## config.mk

```make
export PLATFORM = sky130hd
export DESIGN_NAME = uart_fracbaud_gen
export DESIGN_NICKNAME = d
export VERILOG_FILES = /design/src/rtl/uart_fracbaud_gen.sv
export SDC_FILE = /design/constraint.sdc
export NUM_CORES = 1
export LEC_CHECK = 0
export CAP_MARGIN = 10
export CORE_MARGIN = 4
export CORE_UTILIZATION = 48
export DETAILED_ROUTE_END_ITERATION = 10
export MAX_ROUTING_LAYER = met4
export PLACE_DENSITY_LB_ADDON = 0.25
export SETUP_SLACK_MARGIN = 0.15
export SLEW_MARGIN = 40
export SYNTH_ARGS = -nofsm -noshare
export SYNTH_HDL_FRONTEND = slang
export SYNTH_SLANG_ARGS = --single-unit
```

## constraint.sdc

```tcl
create_clock -name i_clk -period 6.85 [get_ports i_clk]
set_input_delay 1.37 -clock i_clk [delete_from_list [all_inputs] [get_ports i_clk]]
set_output_delay 1.37 -clock i_clk [all_outputs]
set_load 0.05 [all_outputs]
```

## src/rtl/uart_fracbaud_gen.sv

```systemverilog
// uart_fracbaud_gen: fractional baud-rate generator for the UART core.
// Emits a one-cycle oversample tick at an average rate of
// clk / (divisor + frac/2^FRAC_WIDTH) and a one-cycle bit tick every OSR
// oversample ticks. New divisor/fraction settings pass through a shadow
// register and take effect on an oversample tick boundary.
// Optional feature macro: UART_FRACBAUD_RESYNC_EN adds i_resync, which restarts
// the phase so RX can align to a start bit.
module uart_fracbaud_gen #(
    parameter int DIV_WIDTH    = 16,
    parameter int FRAC_WIDTH   = 4,
    parameter int OSR          = 16,
    parameter int DEFAULT_DIV  = 27,
    parameter int DEFAULT_FRAC = 8
) (
    input  logic                    i_clk,
    input  logic                    i_rstn,
    input  logic [DIV_WIDTH-1:0]    i_divisor,
    input  logic [FRAC_WIDTH-1:0]   i_frac,
    input  logic                    i_cfg_valid,
    output logic                    o_cfg_ready,
    input  logic                    i_baud_os_en,
    input  logic                    i_baud_en,
`ifdef UART_FRACBAUD_RESYNC_EN
    input  logic                    i_resync,
`endif
    output logic                    o_baud_os,
    output logic                    o_baud,
    output logic [$clog2(OSR)-1:0]  o_os_count
);

    localparam int OSW = $clog2(OSR);

    logic [DIV_WIDTH-1:0]  div_a, div_s, div_eff;
    logic [FRAC_WIDTH-1:0] frac_a, frac_s, acc;
    logic                  carry;
    logic                  pending;
    logic [DIV_WIDTH:0]    count, len_m1;
    logic [FRAC_WIDTH:0]   acc_sum;
    logic                  resync, expire, apply;

`ifdef UART_FRACBAUD_RESYNC_EN
    assign resync = i_resync;
`else
    assign resync = 1'b0;
`endif

    // Divisors below 2 would allow back-to-back ticks, so they run as 2.
    assign div_eff = (div_a < DIV_WIDTH'(2)) ? DIV_WIDTH'(2) : div_a;
    assign len_m1  = {1'b0, div_eff} + {{DIV_WIDTH{1'b0}}, carry} - (DIV_WIDTH+1)'(1);
    assign acc_sum = {1'b0, acc} + {1'b0, frac_a};

    // Resync wins over a period expiry that lands on the same cycle.
    assign expire  = i_baud_os_en && !resync && (count == len_m1);
    assign apply   = pending && (expire || !i_baud_os_en || resync);

    // Config handshake: capture into the shadow, hold ready low until the
    // copy to the active registers has happened.
    always_ff @(posedge i_clk or negedge i_rstn) begin
        if (!i_rstn) begin
            div_s       <= '0;
            frac_s      <= '0;
            pending     <= 1'b0;
            o_cfg_ready <= 1'b1;
        end else if (i_cfg_valid && o_cfg_ready) begin
            div_s       <= i_divisor;
            frac_s      <= i_frac;
            pending     <= 1'b1;
            o_cfg_ready <= 1'b0;
        end else if (apply) begin
            pending     <= 1'b0;
        end else if (!pending && !o_cfg_ready) begin
            o_cfg_ready <= 1'b1;
        end
    end

    // Period counter, fractional accumulator, oversample index and tick outputs.
    always_ff @(posedge i_clk or negedge i_rstn) begin
        if (!i_rstn) begin
            div_a      <= DIV_WIDTH'(DEFAULT_DIV);
            frac_a     <= FRAC_WIDTH'(DEFAULT_FRAC);
            count      <= '0;
            acc        <= '0;
            carry      <= 1'b0;
            o_os_count <= '0;
            o_baud_os  <= 1'b0;
            o_baud     <= 1'b0;
        end else begin
            o_baud_os <= expire;
            o_baud    <= expire && i_baud_en && (o_os_count == OSW'(OSR-1));
            if (apply) begin
                div_a  <= div_s;
                frac_a <= frac_s;
            end
            if (!i_baud_os_en || resync) begin
                count      <= '0;
                acc        <= '0;
                carry      <= 1'b0;
                o_os_count <= '0;
            end else if (expire) begin
                count <= '0;
                if (apply) begin
                    // New settings start from a clean fractional phase.
                    acc   <= '0;
                    carry <= 1'b0;
                end else begin
                    acc   <= acc_sum[FRAC_WIDTH-1:0];
                    carry <= acc_sum[FRAC_WIDTH];
                end
                if (o_os_count == OSW'(OSR-1))
                    o_os_count <= '0;
                else
                    o_os_count <= o_os_count + OSW'(1);
            end else begin
                count <= count + (DIV_WIDTH+1)'(1);
            end
        end
    end

endmodule
```

==> results.yml, run 1 <==
clock_tree:
  ctsResizeCount: 0
  clkSlewWorstSetupHoldPaths_ns: 0.08
  postCtsSetupRepairBufs: 0
  cts_tree: "done"
  numClockSinks: 70
  cts.path.max_buffers: 2
  cts.htree.levels: 3
  cts_hold_buf: 0
  insertion_delay_ns: 0.35
  cts_buffers: 9
  cts_root_buf: "clkbuf_8"
yosys:
  synth_adder_area_share: 0.0321
  dominantRegCellSynth: "dfrtp_1"
  yosys.area_share.simple: 0.173
  netlist.area_leader.share: 0.429
  synth_top_family_by_area: "simple AND/OR/NAND/NOR gates"
  synth_top_cells_by_area: "dfrtp_1, mux2_2, xor2_1"
  synth_warnings: 0
  synth.cell_area_um2: 3740
  ys_types: 54
  syn_area_per_cell_um2: 11.1
  async_flop_share: 1.00
  synth_mux_area_frac: 0.145
  synth_compound_area_frac: 0.0619
  ys_ff_latch: 70
  synthCells: 337
  seq_area_frac_synth: 0.471
  synth_xor_area_frac: 0.0914
  yosysTopAreaCell: "dfrtp_1"
  syn_nets: 371
  synth-edff-count: 0
setup_path:
  crit_fanout: 20
  worstSetupPathType: "reg -> reg"
  endpoint_kind: "flip-flop"
  cp-start-kind: "flip-flop"
  required_ns: 7.07
  critPathArrivalTime_ns: 5.04
  worst_r2r_path_depth: 12
power:
  totalPowerFinal_uw: 1470
  cellLeakagePower_uw: 0.00176
  irDropWorstVdd_uv: 188
  powerDensity_nw_per_um2: 334
timing:
  rsz0062_at_grt: "false"
  tightest_slew_ns: 0.737
  finalHoldViolCount: 0
  setup_slack_ns: 2.04
  post-route-period-util: 0.703
  fmax_ghz: 0.208
  maxSlewViolCount: 0
  finalCriticalPeriod_ns: 4.81
  clock_skew_ns: 0.0117
  tns_ns: 0
  setup_viol: 0
  slew_headroom: 0.507
layout:
  utilization: 0.592
  stdcell_area_um2: 4380
  nFillCells: 625
  drive_above_1_share: 0.195
  seq_area_um2: 1760
  final_nets: 399
  multi_input_area_um2: 1900
  layout_common_cells: "dfrtp_1, mux2_2, clkdlybuf4s50_1"
  syn2layout_area_growth_pct: 17.3
  antenna_cells: 0
  layout_commonest_cell: "dfrtp_1"
drt:
  drt_iter0_drc: 157
  drt-total-wl_um: 7520
  vias_per_cell: 5.69
  drt_first_pass_iters: 4
  wl_per_cell_um: 16.0
  via_count: 2670
  drc: 0
  ant_nets: 0
global_route:
  grt_pass1_wl_um: 13000
  grt_max_degree: 71
  track_usage: 0.190
  grt_antenna_before_repair: 0
  grt-ovfl-total: 0
  grt_pass1_vias: 2654
floorplanning:
  die_h_um: 96.2
  fp.dieW_um: 96.2
  start_util: 0.504
  core_um2: 7410
  design.die.area_um2: 9260
  rows: 31
  io_pins: 32
placed_design:
  io_buffers: 31
  pre_cts_slack_ns: 2.07
  dpl.hpwl_um: 5440
  gp_congestion: 0.922
  placed_cell_area_um2: 4140
status:
  outcome: "completed"
worst_hold_path:
  holdPathStages: 1
  hold_class: "reg -> reg"
run:
  maxCapViolCount: 0
==> flip-flops by register name, indices dropped and copies added (netlist names), 4 cells and up <==
register,count
frac_a,4
o_os_count,4
div_a,16
frac_s,4
acc,4
count,17
div_s,16
==> per-stage QoR <==
stage / cells / hold WS (ns)
after global routing: 469 / 0.512
after floorplan: 337 / 0.452
after CTS: 469 / 0.496
after global placement: 452 / 0.468
final: 469 / 0.493
after detailed placement: 453 / 0.484
==> where the power goes <==
group | internal, uW | switching, uW | leakage [uW]
clock | 244 | 164 | 0.000124
sequential | 527 | 118 | 0.000874
combinational | 211 | 201 | 0.000765
==> path summary, 6_finish.rpt <==
path                                      startpoint                        end  slack, ns
worst max-delay path            div_a[6]$_DFFE_PN0P_      frac_a[2]$_DFFE_PN0P_       2.04
worst min-delay path            div_s[1]$_DFFE_PN0P_       div_a[1]$_DFFE_PN1P_       0.49
worst max register to register  div_a[6]$_DFFE_PN0P_      frac_a[2]$_DFFE_PN0P_       2.04
worst min register to register  div_s[1]$_DFFE_PN0P_       div_a[1]$_DFFE_PN1P_       0.49
max in group asynchronous                     i_rstn      frac_s[0]$_DFFE_PN0P_       5.27
min in group asynchronous                     i_rstn  o_os_count[0]$_DFFE_PN0N_       1.09
==> synthesized netlist by cell type (all sizes together), types with 5 or more instances <==
cell / number
a21oi: 8
and3: 5
buf: 6
clkbuf: 10
dfrtp: 64
dfstp: 6
ha: 8
inv: 6
mux2: 40
mux2i: 9
nand2: 27
nand3: 16
nor2: 8
nor3: 24
nor4: 6
xnor2: 18
xor2: 21
==> per-layer routing <==
| layer | global-route usage | wire length, um |
|---|---|---|
| met1 | 0.263 | 3500 |
| met2 | 0.275 | 3580 |
| met3 | 0.0321 | 358 |
| met4 | 0.0770 | 87 |
| met5 | - | 0 |
==> final cells by class <==
class / instances / area share
Timing Repair Buffer: 33 / 0.0756
Inverter: 6 / 0.00514
Clock buffer: 9 / 0.0283
Tap cell: 99 / 0.0283
Sequential cell: 70 / 0.401
Multi-Input combinational cell: 245 / 0.434
Clock inverter: 7 / 0.0277
==> kinds of logic (layout without fill, tap and decap cells) <==
| family | Yosys count | count (layout) |
|---|---|---|
| AOI/OAI and AO/OA | 32 | 32 |
| xor gates and xnor gates | 39 | 39 |
| muxes | 49 | 49 |
| DFF | 70 | 70 |
| and+or+nand+nor | 116 | 116 |
| adders and majority gates | 9 | 9 |
| buffers and inverters | 22 | 55 |
==> worst max-delay path: stages (launching register included) <==
cell	delay (ns)
dfrtp_1	0.44
nor4_1	0.62
nand3_1	0.17
o21ai_0	0.18
ha_1	0.21
ha_1	0.26
or4b_1	0.52
nor4_1	0.58
and4b_1	0.29
nor3_1	0.05
o21ai_0	0.44
a41oi_4	0.47
mux2_1	0.45
Note: power is estimated with default switching activity, not from simulation.
==> inputs of run 2 (changes only) <==
- clock period: 6.85 -> 4.3 ns (I/O delays scaled with it)
==> results.yml, run 2 (synthesis results as in run 1) <==
drt:
  drt_iter0_drc: 97
  ant_nets: 0
  drc: 0
  vias_per_cell: 5.67
  drt_first_pass_iters: 7
  drt-total-wl_um: 7760
  wl_per_cell_um: 16.2
  via_count: 2710
setup_path:
  worst_r2r_path_depth: 12
  critPathArrivalTime_ns: 4.14
  worst-path-buf-inv: 0
  cp-start-kind: "flip-flop"
  crit_fanout: 6
  endpoint_kind: "flip-flop"
  slowest_stage: "or4b_4"
  worstSetupPathType: "reg -> reg"
  required_ns: 4.54
  crit_cells: 12
  crit_family: "simple AND/OR/NAND/NOR gates"
  crit_chain: "nor4_4 > nand3_1 > o21ai_1 > ha_1 > ha_2 > or4b_4 > or4_1 > a211oi_2 > nand4_1 > or4_4 > o311a_1 > a31o_2"
  max_stage_delay_ns: 0.49
timing:
  slew_headroom: 0.518
  post-route-period-util: 0.906
  tns_ns: 0
  rsz0062_at_grt: "false"
  setup_viol: 0
  maxSlewViolCount: 0
  finalCriticalPeriod_ns: 3.90
  clock_skew_ns: 0.00982
  finalHoldViolCount: 0
  tightest_slew_ns: 0.721
  fmax_ghz: 0.257
floorplanning:
  core_um2: 7410
  fp.dieW_um: 96.2
  rows: 31
  io_pins: 32
  start_util: 0.504
  design.die.area_um2: 9260
  die_h_um: 96.2
layout:
  syn2layout_area_growth_pct: 19.4
  reg.largest.list: "count: 17 flops, div_a: 16 flops, div_s: 16 flops"
  antenna_cells: 0
  utilization: 0.602
  layout_commonest_cell: "dfrtp_1"
  drive_above_1_share: 0.235
  layout_common_cells: "dfrtp_1, mux2_2, clkdlybuf4s50_1"
  final_nets: 408
  top_register: "count"
  nFillCells: 600
  largest_register_ff_count: 17
clock_tree:
  insertion_delay_ns: 0.35
  numClockSinks: 70
  clkSlewWorstSetupHoldPaths_ns: 0.08
  cts_tree: "done"
  cts_hold_buf: 0
  postCtsSetupRepairBufs: 0
  cts_root_buf: "clkbuf_8"
  cts_buffers: 9
  cts.path.max_buffers: 2
  ctsResizeCount: 0
  cts.htree.levels: 3
global_route:
  grt-ovfl-total: 0
  grt_max_degree: 41
  grt_pass1_wl_um: 13500
  grt_pass1_vias: 2755
  grt_antenna_before_repair: 0
  track_usage: 0.196
status:
  outcome: "completed"
placed_design:
  gp_congestion: 0.806
  io_buffers: 31
  dpl.hpwl_um: 5540
power:
  powerDensity_nw_per_um2: 525
  cellLeakagePower_uw: 0.00179
  irDropWorstVdd_uv: 307
run:
  maxCapViolCount: 0
worst_hold_path:
  hold_class: "in -> async"
run 2: cell count changes in the layout (fill, tap and decap cells not counted), moves of 2 or more:
| cell | delta |
|---|---|
| dfrtp_2 | +3 |
| nor4_1 | -2 |
| buf_4 | +10 |
| dfrtp_1 | -3 |
| nor4_4 | +2 |
run 2: power by group:
group          switching, uW  internal (uW)  total (uW)  leakage, uW
logic                    326            367         694     0.000817
registers                212            843        1050     0.000870
clock network            264            331         594     0.000107
total                    802           1540        2340      0.00179
run 2: per-layer routing:
layer  routed length [um]  part of all wire  up-vias  track usage
met5                    0                 0        -            -
met4                   81             0.010        0       0.0652
met3                  344             0.044        8       0.0414
met2                 3750              0.48       50        0.295
met1                 3580              0.46     1356        0.263
li1                     -                 -     1296            -
run 2: layout make-up:
class | instances | area (um^2) | share of cell area
sequential | 70 | 1760 | 0.395
multi-input combinational | 245 | 1940 | 0.435
tap | 99 | 124 | 0.0278
clock inverter | 6 | 93.8 | 0.0210
timing repair buffer | 42 | 392 | 0.0878
inverter | 6 | 22.5 | 0.00505
clock buffer | 10 | 128 | 0.0286
run 2: worst reg2reg max path, stage by stage, from the launching register on:
cell and delay (ns):
dfrtp_2 0.46, nor4_4 0.33, nand3_1 0.13, o21ai_1 0.16
ha_1 0.20, ha_2 0.24, or4b_4 0.49, or4_1 0.43
a211oi_2 0.18, nand4_1 0.10, or4_4 0.47, o311a_1 0.38
a31o_2 0.21
run 2: worst paths after layout:
| check | slack [ns] | end | start |
|---|---|---|---|
| max | 0.40 | o_os_count[3]$_DFFE_PN0N_ | div_a[9]$_DFFE_PN0P_ |
| min | 0.44 | o_baud$_DFF_PN0_ | i_rstn |
| max reg2reg | 0.40 | o_os_count[3]$_DFFE_PN0N_ | div_a[9]$_DFFE_PN0P_ |
| min reg2reg | 0.50 | div_a[1]$_DFFE_PN1P_ | div_s[1]$_DFFE_PN0P_ |
| max in group asynchronous | 3.00 | div_a[9]$_DFFE_PN0P_ | i_rstn |
| min in group i_clk | 0.50 | div_a[1]$_DFFE_PN1P_ | div_s[1]$_DFFE_PN0P_ |
run 2: stage by stage:
stage | hold WS, ns | total power (uW) | setup WS (ns) | cell area, um^2 | instances
floorplan | 0.452 | 1490 | 0.248 | 3740 | 337
global placement | 0.465 | 1680 | 0.262 | 4170 | 461
detailed placement | 0.480 | 1700 | 0.171 | 4170 | 461
CTS | 0.500 | 2310 | 0.157 | 4390 | 477
global route | 0.469 | 2500 | 0.166 | 4460 | 478
finish | 0.441 | 2340 | 0.403 | 4460 | 478
